### src/rtl/out_display_pkg.sv
// Shared types and constants for the output display: FSM states, the scan
// default, the seven-segment glyph table and the double-dabble step.
package out_display_pkg;

    typedef enum logic {
        ST_IDLE    = 1'b0,
        ST_CONVERT = 1'b1
    } state_t;

    localparam int SCAN_DIV_DEFAULT = 4;

    // Segment order {g,f,e,d,c,b,a}, active high.
    localparam logic [6:0] SEG_0     = 7'b0111111;
    localparam logic [6:0] SEG_1     = 7'b0000110;
    localparam logic [6:0] SEG_2     = 7'b1011011;
    localparam logic [6:0] SEG_3     = 7'b1001111;
    localparam logic [6:0] SEG_4     = 7'b1100110;
    localparam logic [6:0] SEG_5     = 7'b1101101;
    localparam logic [6:0] SEG_6     = 7'b1111101;
    localparam logic [6:0] SEG_7     = 7'b0000111;
    localparam logic [6:0] SEG_8     = 7'b1111111;
    localparam logic [6:0] SEG_9     = 7'b1101111;
    localparam logic [6:0] SEG_MINUS = 7'b1000000;
    localparam logic [6:0] SEG_BLANK = 7'b0000000;

    function automatic logic [11:0] dd_step(input logic [11:0] bcd, input logic bit_in);
        logic [11:0] adj;
        adj = bcd;
        for (int i = 0; i < 3; i++) begin
            if (adj[i*4 +: 4] >= 4'd5) adj[i*4 +: 4] = adj[i*4 +: 4] + 4'd3;
        end
        return {adj[10:0], bit_in};
    endfunction

endpackage

### src/rtl/out_display_seg_decode.sv
// BCD nibble to seven-segment glyph; the one place digits map to segments.
module seg_decode
    import out_display_pkg::*;
(
    input  logic [3:0] bcd,
    input  logic       blank,
    output logic [6:0] seg
);

    always_comb begin
        seg = SEG_BLANK;
        if (!blank) begin
            case (bcd)
                4'd0: seg = SEG_0;
                4'd1: seg = SEG_1;
                4'd2: seg = SEG_2;
                4'd3: seg = SEG_3;
                4'd4: seg = SEG_4;
                4'd5: seg = SEG_5;
                4'd6: seg = SEG_6;
                4'd7: seg = SEG_7;
                4'd8: seg = SEG_8;
                4'd9: seg = SEG_9;
                default: seg = SEG_BLANK;
            endcase
        end
    end

endmodule

### src/rtl/out_display.sv
// CPU output register with serial binary-to-BCD conversion and a multiplexed
// four-digit seven-segment display (sign, hundreds, tens, ones).
//
// state      | meaning
// -----------+-------------------------------------------------------
// ST_IDLE    | result displayed, waiting for an oi load
// ST_CONVERT | running the 8 double-dabble iterations on the new value
module out_display
    import out_display_pkg::*;
#(
    parameter int SCAN_DIV = SCAN_DIV_DEFAULT
) (
    input  logic       clk,
    input  logic       rst,
    input  logic [7:0] data,
    input  logic       oi,
    input  logic       signed_mode,
    output logic [7:0] value,
    output logic       busy,
    output logic [6:0] seg,
    output logic [3:0] digit_en
);

    localparam int PW = (SCAN_DIV > 1) ? $clog2(SCAN_DIV) : 1;
    localparam logic [PW-1:0] PRE_LAST = PW'(SCAN_DIV - 1);

    state_t        state, state_n;
    logic [2:0]    iter;
    logic [7:0]    mag;
    logic [7:0]    mag_in;
    logic          neg_in;
    logic [11:0]   bcd_work;
    logic [11:0]   bcd_step;
    logic          neg_work;
    logic [11:0]   bcd_disp;
    logic          neg_disp;

    logic [PW-1:0] pre, pre_n;
    logic          pre_wrap;
    logic [1:0]    idx, idx_n;
    logic [3:0]    dec_bcd;
    logic          dec_blank;
    logic [6:0]    dec_seg;
    logic [6:0]    seg_n;

    assign neg_in   = signed_mode & data[7];
    assign mag_in   = neg_in ? (~data + 8'd1) : data;
    assign bcd_step = dd_step(bcd_work, mag[7]);
    assign busy     = (state == ST_CONVERT);

    always_ff @(posedge clk or posedge rst) begin
        if (rst) state <= ST_IDLE;
        else     state <= state_n;
    end

    always_comb begin
        state_n = state;
        case (state)
            ST_IDLE:    if (oi) state_n = ST_CONVERT;
            ST_CONVERT: if (!oi && iter == 3'd7) state_n = ST_IDLE;
            default:    state_n = ST_IDLE;
        endcase
    end

    // A load always restarts from a clean scratch, so an aborted conversion
    // can never reach bcd_disp.
    always_ff @(posedge clk or posedge rst) begin
        if (rst) begin
            value    <= '0;
            mag      <= '0;
            neg_work <= 1'b0;
            bcd_work <= '0;
            iter     <= '0;
            bcd_disp <= '0;
            neg_disp <= 1'b0;
        end else if (oi) begin
            value    <= data;
            mag      <= mag_in;
            neg_work <= neg_in;
            bcd_work <= '0;
            iter     <= '0;
        end else if (state == ST_CONVERT) begin
            bcd_work <= bcd_step;
            mag      <= {mag[6:0], 1'b0};
            iter     <= iter + 3'd1;
            if (iter == 3'd7) begin
                bcd_disp <= bcd_step;
                neg_disp <= neg_work;
            end
        end
    end

    always_comb begin
        pre_wrap = (pre == PRE_LAST);
        pre_n    = pre_wrap ? '0 : pre + PW'(1);
        idx_n    = pre_wrap ? idx + 2'd1 : idx;
    end

    always_comb begin
        dec_bcd   = bcd_disp[3:0];
        dec_blank = 1'b0;
        case (idx_n)
            2'd1: begin
                dec_bcd   = bcd_disp[7:4];
                dec_blank = (bcd_disp[11:4] == 8'd0);
            end
            2'd2: begin
                dec_bcd   = bcd_disp[11:8];
                dec_blank = (bcd_disp[11:8] == 4'd0);
            end
            2'd3: dec_blank = 1'b1;
            default: ;
        endcase
    end

    seg_decode u_seg_decode (
        .bcd   (dec_bcd),
        .blank (dec_blank),
        .seg   (dec_seg)
    );

    assign seg_n = (idx_n == 2'd3) ? (neg_disp ? SEG_MINUS : SEG_BLANK) : dec_seg;

    // seg is built from the upcoming index so it lands with its digit_en.
    always_ff @(posedge clk or posedge rst) begin
        if (rst) begin
            pre      <= '0;
            idx      <= '0;
            digit_en <= 4'b0001;
            seg      <= SEG_0;
        end else begin
            pre      <= pre_n;
            idx      <= idx_n;
            digit_en <= 4'b0001 << idx_n;
            seg      <= seg_n;
        end
    end

endmodule

### config.mk
export PLATFORM = sky130hd
export DESIGN_NAME = out_display
export DESIGN_NICKNAME = d
export VERILOG_FILES = /design/src/rtl/out_display_pkg.sv /design/src/rtl/out_display_seg_decode.sv /design/src/rtl/out_display.sv
export SDC_FILE = /design/constraint.sdc
export NUM_CORES = 1
export LEC_CHECK = 0
export BUFFER_PORTS_ARGS = -buffer_cell sky130_fd_sc_hd__buf_2
export CAP_MARGIN = 20
export CORE_UTILIZATION = 33
export CTS_CLUSTER_SIZE = 40
export DETAILED_ROUTE_END_ITERATION = 7
export PLACE_DENSITY_LB_ADDON = 0.05
export SLEW_MARGIN = 20
export SYNTH_ARGS = -nofsm -noshare
export SYNTH_HDL_FRONTEND = slang
export SYNTH_SLANG_ARGS = --single-unit
### constraint.sdc
create_clock -name clk -period 6.05 [get_ports clk]
set_input_delay 0.9075 -clock clk [delete_from_list [all_inputs] [get_ports clk]]
set_output_delay 0.9075 -clock clk [all_outputs]
set_load 0.05 [all_outputs]
==> results of run 1 <==
[power by group through the flow]
stage | Combinational (mW) | Sequential [mW] | Clock [mW]
detailed placement | 0.147 | 0.459 | 0
finish | 0.145 | 0.451 | 0.329
global route | 0.163 | 0.454 | 0.363
floorplan | 0.0720 | 0.497 | 0
global placement | 0.146 | 0.458 | 0
CTS | 0.148 | 0.451 | 0.347
[per-stage QoR]
| step | hold slack (ns) | area (µm²) |
|---|---|---|
| floorplan | 0.4031 | 3237 |
| global route | 0.4331 | 3682 |
| global placement | 0.4132 | 3505 |
| finish | 0.4259 | 3682 |
| detailed placement | 0.4190 | 3505 |
| CTS | 0.4278 | 3682 |
[flip-flops by register name, indices dropped and copies added (netlist names)]
register / flops
bcd_work: 12
busy: 1
bcd_disp: 12
iter: 3
seg: 7
neg_disp: 1
pre: 2
neg_work: 1
idx: 2
digit_en: 4
mag: 8
value: 8
[cell usage after synthesis (3+ instances only)]
cell type  number
a21oi_1        21
nand3_1         5
nor3_1          3
nor4_1          3
xnor2_1         5
nor2_1         15
mux2i_1        20
a211oi_1        8
dfrtp_1        54
or3_1           4
ha_1           15
mux2_2         12
nor3b_1         5
o21ai_0        34
nand2b_1        8
dfstp_2         7
o221ai_1        4
nand2_1        29
nor2b_1         6
clkbuf_1       11
buf_2           3
xor2_1          5
inv_1          19
[worst min path at each step]
stage / end / slack (ns) / start
floorplan: pre[0]$_DFF_PP0_ / 0.40 / pre[0]$_DFF_PP0_
global placement: pre[0]$_DFF_PP0_ / 0.41 / pre[0]$_DFF_PP0_
detailed placement: pre[0]$_DFF_PP0_ / 0.42 / pre[0]$_DFF_PP0_
CTS: pre[0]$_DFF_PP0_ / 0.43 / pre[0]$_DFF_PP0_
global route: pre[0]$_DFF_PP0_ / 0.43 / pre[0]$_DFF_PP0_
finish: pre[0]$_DFF_PP0_ / 0.43 / pre[0]$_DFF_PP0_
[worst max-delay path: cells and delay by family, from the launching register on]
kind                     cells  cell delay, ns
multiplexers                 1            0.24
adder cells (fa/ha/maj)      2            0.71
AO/OA/AOI/OAI                3            0.56
AND/OR/NAND/NOR              2            0.71
flip-flops                   1            0.34
buffers and inverters        1            0.08
[area by class of cell]
type	instances	area, µm²
Multi-Input combinational cell	222	1563
Sequential cell	61	1535
Timing Repair Buffer	33	170.2
Fill cell	953	5689
Inverter	20	75.07
Tap cell	129	161.4
Clock inverter	1	5.005
Clock buffer	14	172.7
[metal layers]
layer  global-route usage  wire length, µm  up-vias
met1               0.1853             3151     1106
met4              0.04013               82        0
met3              0.04230              249        8
li1                     -                -     1169
met2               0.2344             3037       32
met5                    0                0        -
[logic make-up after synthesis]
| family | count (synthesis) | share of synthesized area |
|---|---|---|
| simple gates | 85 | 0.1376 |
| compound gates | 78 | 0.1469 |
| flops | 61 | 0.4743 |
| buf+inv | 35 | 0.04291 |
| mux | 33 | 0.1082 |
| fa+ha+maj | 15 | 0.05798 |
| xor+xnor | 11 | 0.03208 |
==> key figures, run 1 <==
Finish
  • Leading cell type in the layout, fill and taps excluded: dfrtp_1
  • P&R area growth vs syn: 13.76%
  • Finished Core Util: 0.3929
  • Final Net Count: 374
  • Layout cells sized above 1: 0.2194
  • Fin cells: 480
  • Antenna cells: 0
  • Commonest non-fill, non-tap cells in the layout: 54 x dfrtp_1, 34 x o21ai_0, 31 x buf_2

Job
  • Max-cap viol count: 0

Worst hold path
  • HP Class: reg2reg
  • Hold Crit Depth: 1

Logic synthesis
  • Post-synthesis sequential area ratio: 0.4743
  • Post-Synthesis Cells: 318
  • Synth Cell Area: 3237 µm²
  • Most used DFF post-synth: dfrtp_1
  • Area leader, netlist: dfrtp_1
  • Synth Register Bits: 61
  • EDFF count, synth: 0
  • Ys async rst share: 1.000
  • Top cells by area, synth: dfrtp_1 42%, mux2i_1 6.2%, ha_1 5.8%
  • Post-synth top area share: 0.4175
  • Synth warn: 0
  • Netlist cell types: 43
  • Syn_area_per_cell: 10.18 µm²
  • Syn Nets: 345

Pwr
  • Seq pwr share: 0.488
  • Comb pwr share: 0.157
  • Pleak: 1.763 nW
  • Pint: 0.6649 mW
  • Switching power: 0.2600 mW
  • Cell Pwr Density: 251.2 nW/µm²
  • Switching power share of the total: 0.2811
  • Clk network pwr share: 0.356
  • Tot Pwr: 0.9249 mW
  • Peak VDD IR: 0.1320 mV

Clocking
  • CTS tree: done
  • CTS clk-pin slew, worst paths: 0.07 ns
  • Postcts setup bufs: 0
  • Clk sink count: 61
  • Htree depth: 3
  • CTS buffer count: 9
  • CTS Hold Bufs: 0
  • Post-CTS resize count: 0
  • Worst-skew pair later-pin latency: 0.33 ns
  • CTS root buf: clkbuf_8
  • CTS Buffer Depth: 2

Timing
  • Clk_skew: 0.006462 ns
  • Worst relative slew slack: 0.4827
  • Peak Freq: 368.6 MHz
  • RSZ-0062 raised after global routing: no
  • Worst Tran Pin Value: 0.7737 ns
  • Min Tclk post-route: 2.713 ns
  • Final worst slack: 3.337 ns
  • Setup_tns: 0 ns
  • Fin. max-slew vios: 0
  • Final period util: 0.4485
  • Fin. Hold Viols: 0
  • Finish-stage setup viols: 0

Die
  • Height of the die: 101.0 µm
  • Chip Width: 101.0 µm
  • Die area: 10,210 µm²
  • # IOs: 32
  • Initial Util: 0.3454
  • Site Rows: 35
  • Core ar.: 9371 µm²

Worst setup path
  • Setup Crit Path Kind: reg2reg
  • Critical Path End Type: flop
  • Worst Setup SP: pre[0]$_DFF_PP0_
  • Crit start category: flop
  • CP Capture Point: seg[0]$_DFF_PP1_
  • R2R setup slack: 3.34 ns
  • R2r startpoint: pre[0]$_DFF_PP0_
  • Crit path DAT: 2.97 ns
  • Critical Path Fanout Max: 13
  • Most Frequent Cell on Critical Path: ha_1
  • Terminus of the critical flop-to-flop path: seg[0]$_DFF_PP1_
  • Slowest CP cell: ha_1
  • Worst R2R Path Depth: 9
  • CP Data Required Time: 6.31 ns
  • Worst-path cell chain: ha_1 -> nand2_1 -> o221ai_1 -> mux2_2 -> inv_1 -> ha_1 -> nor4_1 -> o21ai_0 -> a21oi_1
  • CP peak stage delay: 0.50 ns

Global route
  • Global-route wire length before repair: 11.32 mm
  • Number of global-route vias before repair: 2,322
  • Largest net degree at the start of global routing: 62
  • Initial antenna violation count: 0
  • GR Util All Layers: 0.1439
  • Total grt overflow: 0

Drt
  • TritonRoute pass-1 iters: 4
  • Drt initial violations: 46
  • Routed wire length: 6.521 mm
  • WL per Instance: 13.59 µm
  • Vias per cell: 4.823
  • Vias after detailed routing: 2,315
  • DRC Markers: 0
  • Final ANT Viol Nets: 0

Placed design
  • Gpl congestion: 0.7605
  • I/O Buffers: 31
  • DP Cell Count: 465
  • Pre-CTS setup slack: 3.314 ns
  • Post-DP HPWL: 4.465 mm

Run status
  • Outcome: finished, final reports clean
Note: power is estimated with default switching activity, not from simulation.
==> run 2: changes to the inputs <==
- clock period: 6.05 -> 2.5 ns (I/O delays scaled with it)
==> run 2 against run 1 <==
Compared with the run above: clock power increased to 2.8 times the previous value; sequential power increased by 140%; routed wire length grew 2.5%; critical path type unchanged; highest routed layer unchanged.
==> key figures, run 2 (synthesized netlist as in run 1, its figures left out) <==
Run status
  • Outcome: finished, final reports clean

Pwr
  • Pint: 1.721 mW
  • Seq pwr share: 0.462
  • Comb pwr share: 0.149
  • Cell Pwr Density: 624.2 nW/µm²
  • Pleak: 1.823 nW
  • Clk network pwr share: 0.389
  • Switching power share of the total: 0.2723
  • Peak VDD IR: 0.3330 mV
  • Switching power: 0.6438 mW

Timing
  • Fin. Hold Viols: 0
  • Worst relative slew slack: 0.6693
  • Finish-stage setup viols: 0
  • Worst Tran Pin Value: 0.4960 ns
  • Clk_skew: 0.007418 ns
  • Peak Freq: 430.0 MHz
  • Min Tclk post-route: 2.326 ns
  • Setup_tns: 0 ns
  • RSZ-0062 raised after global routing: no
  • Final period util: 0.9303
  • Fin. max-slew vios: 0

Die
  • Die area: 10,210 µm²
  • # IOs: 32
  • Core ar.: 9371 µm²
  • Height of the die: 101.0 µm
  • Initial Util: 0.3454
  • Chip Width: 101.0 µm
  • Site Rows: 35

Clocking
  • CTS buffer count: 9
  • Clk sink count: 61
  • Worst-skew pair later-pin latency: 0.33 ns
  • CTS Buffer Depth: 2
  • CTS root buf: clkbuf_8
  • CTS clk-pin slew, worst paths: 0.07 ns
  • CTS Hold Bufs: 0
  • CTS tree: done
  • Htree depth: 3

Placed design
  • Gpl congestion: 0.8188
  • Post-DP HPWL: 4.809 mm
  • DP Cell Count: 474
  • I/O Buffers: 31

Worst setup path
  • Critical Path Fanout Max: 6
  • Crit path DAT: 2.59 ns
  • Slowest CP cell: dfrtp_1
  • R2r startpoint: pre[0]$_DFF_PP0_
  • CP peak stage delay: 0.38 ns
  • Crit start category: flop
  • Most Frequent Cell on Critical Path: ha_1
  • Worst-path cell chain: ha_1 -> or3_1 -> o221ai_1 -> mux2_2 -> inv_1 -> ha_1 -> nor4_2 -> o21ai_0 -> a21oi_1
  • Setup Crit Path Kind: reg2reg
  • Worst Setup SP: pre[0]$_DFF_PP0_
  • CP Data Required Time: 2.77 ns
  • Critical Path End Type: flop

Finish
  • Commonest non-fill, non-tap cells in the layout: 54 x dfrtp_1, 34 x o21ai_0, 31 x buf_2
  • Layout cells sized above 1: 0.2410
  • P&R area growth vs syn: 17.05%
  • Largest regs: bcd_disp (12), bcd_work (12)
  • Leading cell type in the layout, fill and taps excluded: dfrtp_1
  • Fin cells: 490
  • Antenna cells: 0
  • Final Net Count: 383

Drt
  • Vias after detailed routing: 2,329
  • DRC Markers: 0
  • TritonRoute pass-1 iters: 4
  • Routed wire length: 6.685 mm
  • Vias per cell: 4.753
  • Drt initial violations: 74
  • Final ANT Viol Nets: 0
  • WL per Instance: 13.64 µm

Worst hold path
  • HP Class: in2async

Job
  • Max-cap viol count: 0

Global route
  • Largest net degree at the start of global routing: 43
  • GR Util All Layers: 0.1485
  • Number of global-route vias before repair: 2,396
  • Initial antenna violation count: 0
  • Total grt overflow: 0
  • Global-route wire length before repair: 11.71 mm
## run 2: changes by cell type in the layout (fill, tap and decap cells not counted), sizes merged
| cell | before | now |
|---|---|---|
| buf | 33 | 42 |
| clkinv | 1 | 0 |
| clkbuf | 14 | 15 |
| bufinv | 0 | 1 |
## run 2: path summary, 6_finish.rpt
kind | slack [ns] | to | cells after the start
setup / recovery | 0.17 | seg[0]$_DFF_PP1_ | 9
hold / removal | 0.01 | bcd_disp[6]$_DFFE_PP0P_ | 2
setup reg to reg | 0.17 | seg[0]$_DFF_PP1_ | 9
hold reg to reg | 0.43 | pre[0]$_DFF_PP0_ | 1
max in group asynchronous | 1.84 | pre[1]$_DFF_PP0_ | 3
min in group clk | 0.31 | neg_work$_DFFE_PP0P_ | 3
## run 2: power by group through the flow
stage | registers, mW | logic (mW) | clock network (mW)
3_5_place_dp | 1.11 | 0.356 | 0
3_3_place_gp | 1.11 | 0.356 | 0
5_1_grt | 1.10 | 0.398 | 0.993
4_1_cts | 1.09 | 0.357 | 0.963
6_report | 1.09 | 0.353 | 0.920
2_1_floorplan | 1.20 | 0.174 | 0
## run 2: cell type report
cell class | instances | area (µm²)
clock buffer | 15 | 176.4
fill | 977 | 5583
tap | 129 | 161.4
clock inverter | 1 | 30.03
sequential | 61 | 1535
multi-input combinational | 222 | 1573
inverter | 20 | 75.07
timing repair buffer | 42 | 237.7
## run 2: timing repair
item / 4_1_cts / 5_1_grt
gates resized for setup: 0 / 2
endpoints found under the hold margin: 0 / 0
endpoints found under the setup margin: 0 / 1
setup buffers: 0 / 0
## run 2: through the flow
stage	setup slack [ns]	utilization	area, µm²	hold slack, ns	power [mW]
floorplan	0.2399	-	3237	0.4031	1.376
global placement	0.2041	0.3812	3572	0.3830	1.466
detailed placement	0.1837	0.3812	3572	0.3900	1.467
CTS	0.1653	0.4032	3779	0.02152	2.414
global route	0.03859	0.4043	3789	0.03894	2.494
finish	0.1742	0.4043	3789	0.01410	2.365
## run 2: worst max-delay path: cells and delay by family, from the launching register on
| family | cells | cell delay [ns] |
|---|---|---|
| AO/OA/AOI/OAI | 3 | 0.36 |
| adder cells (fa/ha/maj) | 2 | 0.53 |
| buffers and inverters | 1 | 0.08 |
| flip-flops | 1 | 0.38 |
| multiplexers | 1 | 0.24 |
| AND/OR/NAND/NOR | 2 | 0.68 |
## run 2: layer usage
metal / track usage / part of all wire
met5: 0 / 0
met4: 0.05017 / 0.016
met3: 0.05062 / 0.036
met2: 0.2386 / 0.46
met1: 0.1861 / 0.48
==> run 3: changes to the inputs <==
- HOLD_SLACK_MARGIN: unset -> 0.08
==> run 3 against run 2 <==
Compared with the run above: sequential share of layout area decreased by 0.11 points; register-to-register slack about the same; critical path depth unchanged; die area unchanged; non-clock buffer count increased by 1; sequential power about the same; critical endpoint unchanged.
==> key figures, run 3 (synthesized netlist as in run 1, its figures left out) <==
Timing
  • RSZ-0062 raised after global routing: no
  • Finish-stage setup viols: 0
  • Min Tclk post-route: 2.326 ns
  • Peak Freq: 429.9 MHz
  • Clk_skew: 0.007426 ns
  • Worst Tran Pin Value: 0.4959 ns
  • Worst relative slew slack: 0.6694
  • Final period util: 0.9304
  • Setup_tns: 0 ns
  • WHS: 0.3134 ns
  • Fin. max-slew vios: 0
  • Fin. Hold Viols: 0

Pwr
  • Comb pwr share: 0.150
  • Seq pwr share: 0.461
  • Tot Pwr: 2.367 mW
  • Switching power: 0.6445 mW
  • Clk network pwr share: 0.389
  • Cell Pwr Density: 623.0 nW/µm²
  • Switching power share of the total: 0.2723
  • Pint: 1.722 mW
  • Peak VDD IR: 0.3334 mV
  • Pleak: 1.827 nW

Worst setup path
  • Crit path max-delay family: simple AND/OR/NAND/NOR gates
  • Worst Path Buf+Inv: 1
  • CP peak stage delay: 0.38 ns
  • Critical Path Fanout Max: 6
  • Critical Path End Type: flop
  • Crit path DAT: 2.59 ns
  • Crit start category: flop
  • Slowest CP cell: dfrtp_1
  • R2R setup slack: 0.17 ns
  • Setup Crit Path Kind: reg2reg
  • Most Frequent Cell on Critical Path: ha_1
  • Worst-path cell chain: ha_1 -> or3_1 -> o221ai_1 -> mux2_2 -> inv_1 -> ha_1 -> nor4_2 -> o21ai_0 -> a21oi_1
  • CP Data Required Time: 2.77 ns

Drt
  • Routed wire length: 6.704 mm
  • WL per Instance: 13.65 µm
  • TritonRoute pass-1 iters: 4
  • Drt initial violations: 58
  • Vias per cell: 4.752
  • DRC Markers: 0
  • Final ANT Viol Nets: 0
  • Vias after detailed routing: 2,333

Finish
  • Final Net Count: 384
  • Antenna cells: 0
  • Largest regs: bcd_disp (12), bcd_work (12)
  • Finished Core Util: 0.4053
  • Post-route cell area: 3799 µm²
  • Layout cells sized above 1: 0.2403
  • Commonest non-fill, non-tap cells in the layout: 54 x dfrtp_1, 34 x o21ai_0, 31 x buf_2
  • Leading cell type in the layout, fill and taps excluded: dfrtp_1
  • P&R area growth vs syn: 17.36%

Clocking
  • CTS tree: done
  • Clk sink count: 61
  • CTS root buf: clkbuf_8
  • CTS clk-pin slew, worst paths: 0.07 ns
  • CTS buffer count: 9
  • CTS Buffer Depth: 2
  • Htree depth: 3
  • Worst-skew pair later-pin latency: 0.33 ns

Job
  • Max-cap viol count: 0

Placed design
  • Placed Area: 3572 µm²
  • Gpl congestion: 0.8188
  • Post-DP HPWL: 4.809 mm
  • I/O Buffers: 31

Die
  • Initial Util: 0.3454
  • Die area: 10,210 µm²
  • # IOs: 32
  • Height of the die: 101.0 µm
  • Chip Width: 101.0 µm
  • Site Rows: 35
  • Core ar.: 9371 µm²

Run status
  • Outcome: finished, final reports clean

Global route
  • Number of global-route vias before repair: 2,396
  • GR Util All Layers: 0.1485
  • Initial antenna violation count: 0
  • Global-route wire length before repair: 11.71 mm
  • Largest net degree at the start of global routing: 43
  • Total grt overflow: 0

Worst hold path
  • HP Class: in2reg
==> run 3: area by class of cell <==
class / instances / area, µm²
Fill cell: 976 / 5573
Multi-Input combinational cell: 222 / 1573
Sequential cell: 61 / 1535
Timing Repair Buffer: 43 / 247.7
Clock buffer: 15 / 176.4
Tap cell: 129 / 161.4
Inverter: 20 / 75.07
Clock inverter: 1 / 30.03
==> run 3: power by group through the flow <==
stage | clock network, mW | registers, mW | logic [mW]
floorplan | 0 | 1.20 | 0.174
global placement | 0 | 1.11 | 0.356
detailed placement | 0 | 1.11 | 0.356
CTS | 0.963 | 1.09 | 0.358
global route | 0.993 | 1.10 | 0.400
finish | 0.920 | 1.09 | 0.354
==> run 3: per-stage QoR <==
stage                     instances  worst slack [ns]
after floorplan                 318            0.2399
after global placement          474            0.2041
after detailed placement        474            0.1837
after CTS                       491            0.1653
after global routing            491           0.03859
final                           491            0.1740
==> run 3: worst min-delay path: cells and delay by family <==
kind                   cells  cell delay (ns)
AO/OA/AOI/OAI              1             0.07
buffers and inverters      1             0.09
AND/OR/NAND/NOR            1             0.07
==> run 3: what timing repair did <==
action / CTS / global route
setup endpoints to repair: 0 / 1
gates resized for setup: 0 / 2
endpoints found under the hold margin: 10 / 0
buffers inserted: 0 / 0
hold buffers: 1 / 0
==> run 3: per-layer routing <==
| layer | part of all wire | GRT usage | wire length [µm] | up-vias |
|---|---|---|---|---|
| met5 | 0 | 0 | 0 | - |
| met4 | 0.016 | 0.05017 | 109 | 0 |
| met3 | 0.036 | 0.05062 | 242 | 10 |
| met2 | 0.46 | 0.2386 | 3111 | 34 |
| met1 | 0.48 | 0.1861 | 3239 | 1108 |
| li1 | - | - | - | 1181 |
==> run 3: path summary, 6_finish.rpt <==
| path | startpoint | end | depth (start not counted) |
|---|---|---|---|
| worst max register to register | pre[0]$_DFF_PP0_ | seg[0]$_DFF_PP1_ | 9 |
| min in group asynchronous | rst | bcd_disp[6]$_DFFE_PP0P_ | 3 |
| worst max-delay path | pre[0]$_DFF_PP0_ | seg[0]$_DFF_PP1_ | 9 |
| worst min register to register | pre[0]$_DFF_PP0_ | pre[0]$_DFF_PP0_ | 1 |
| worst min-delay path | data[7] | neg_work$_DFFE_PP0P_ | 3 |
| max in group asynchronous | rst | pre[1]$_DFF_PP0_ | 4 |
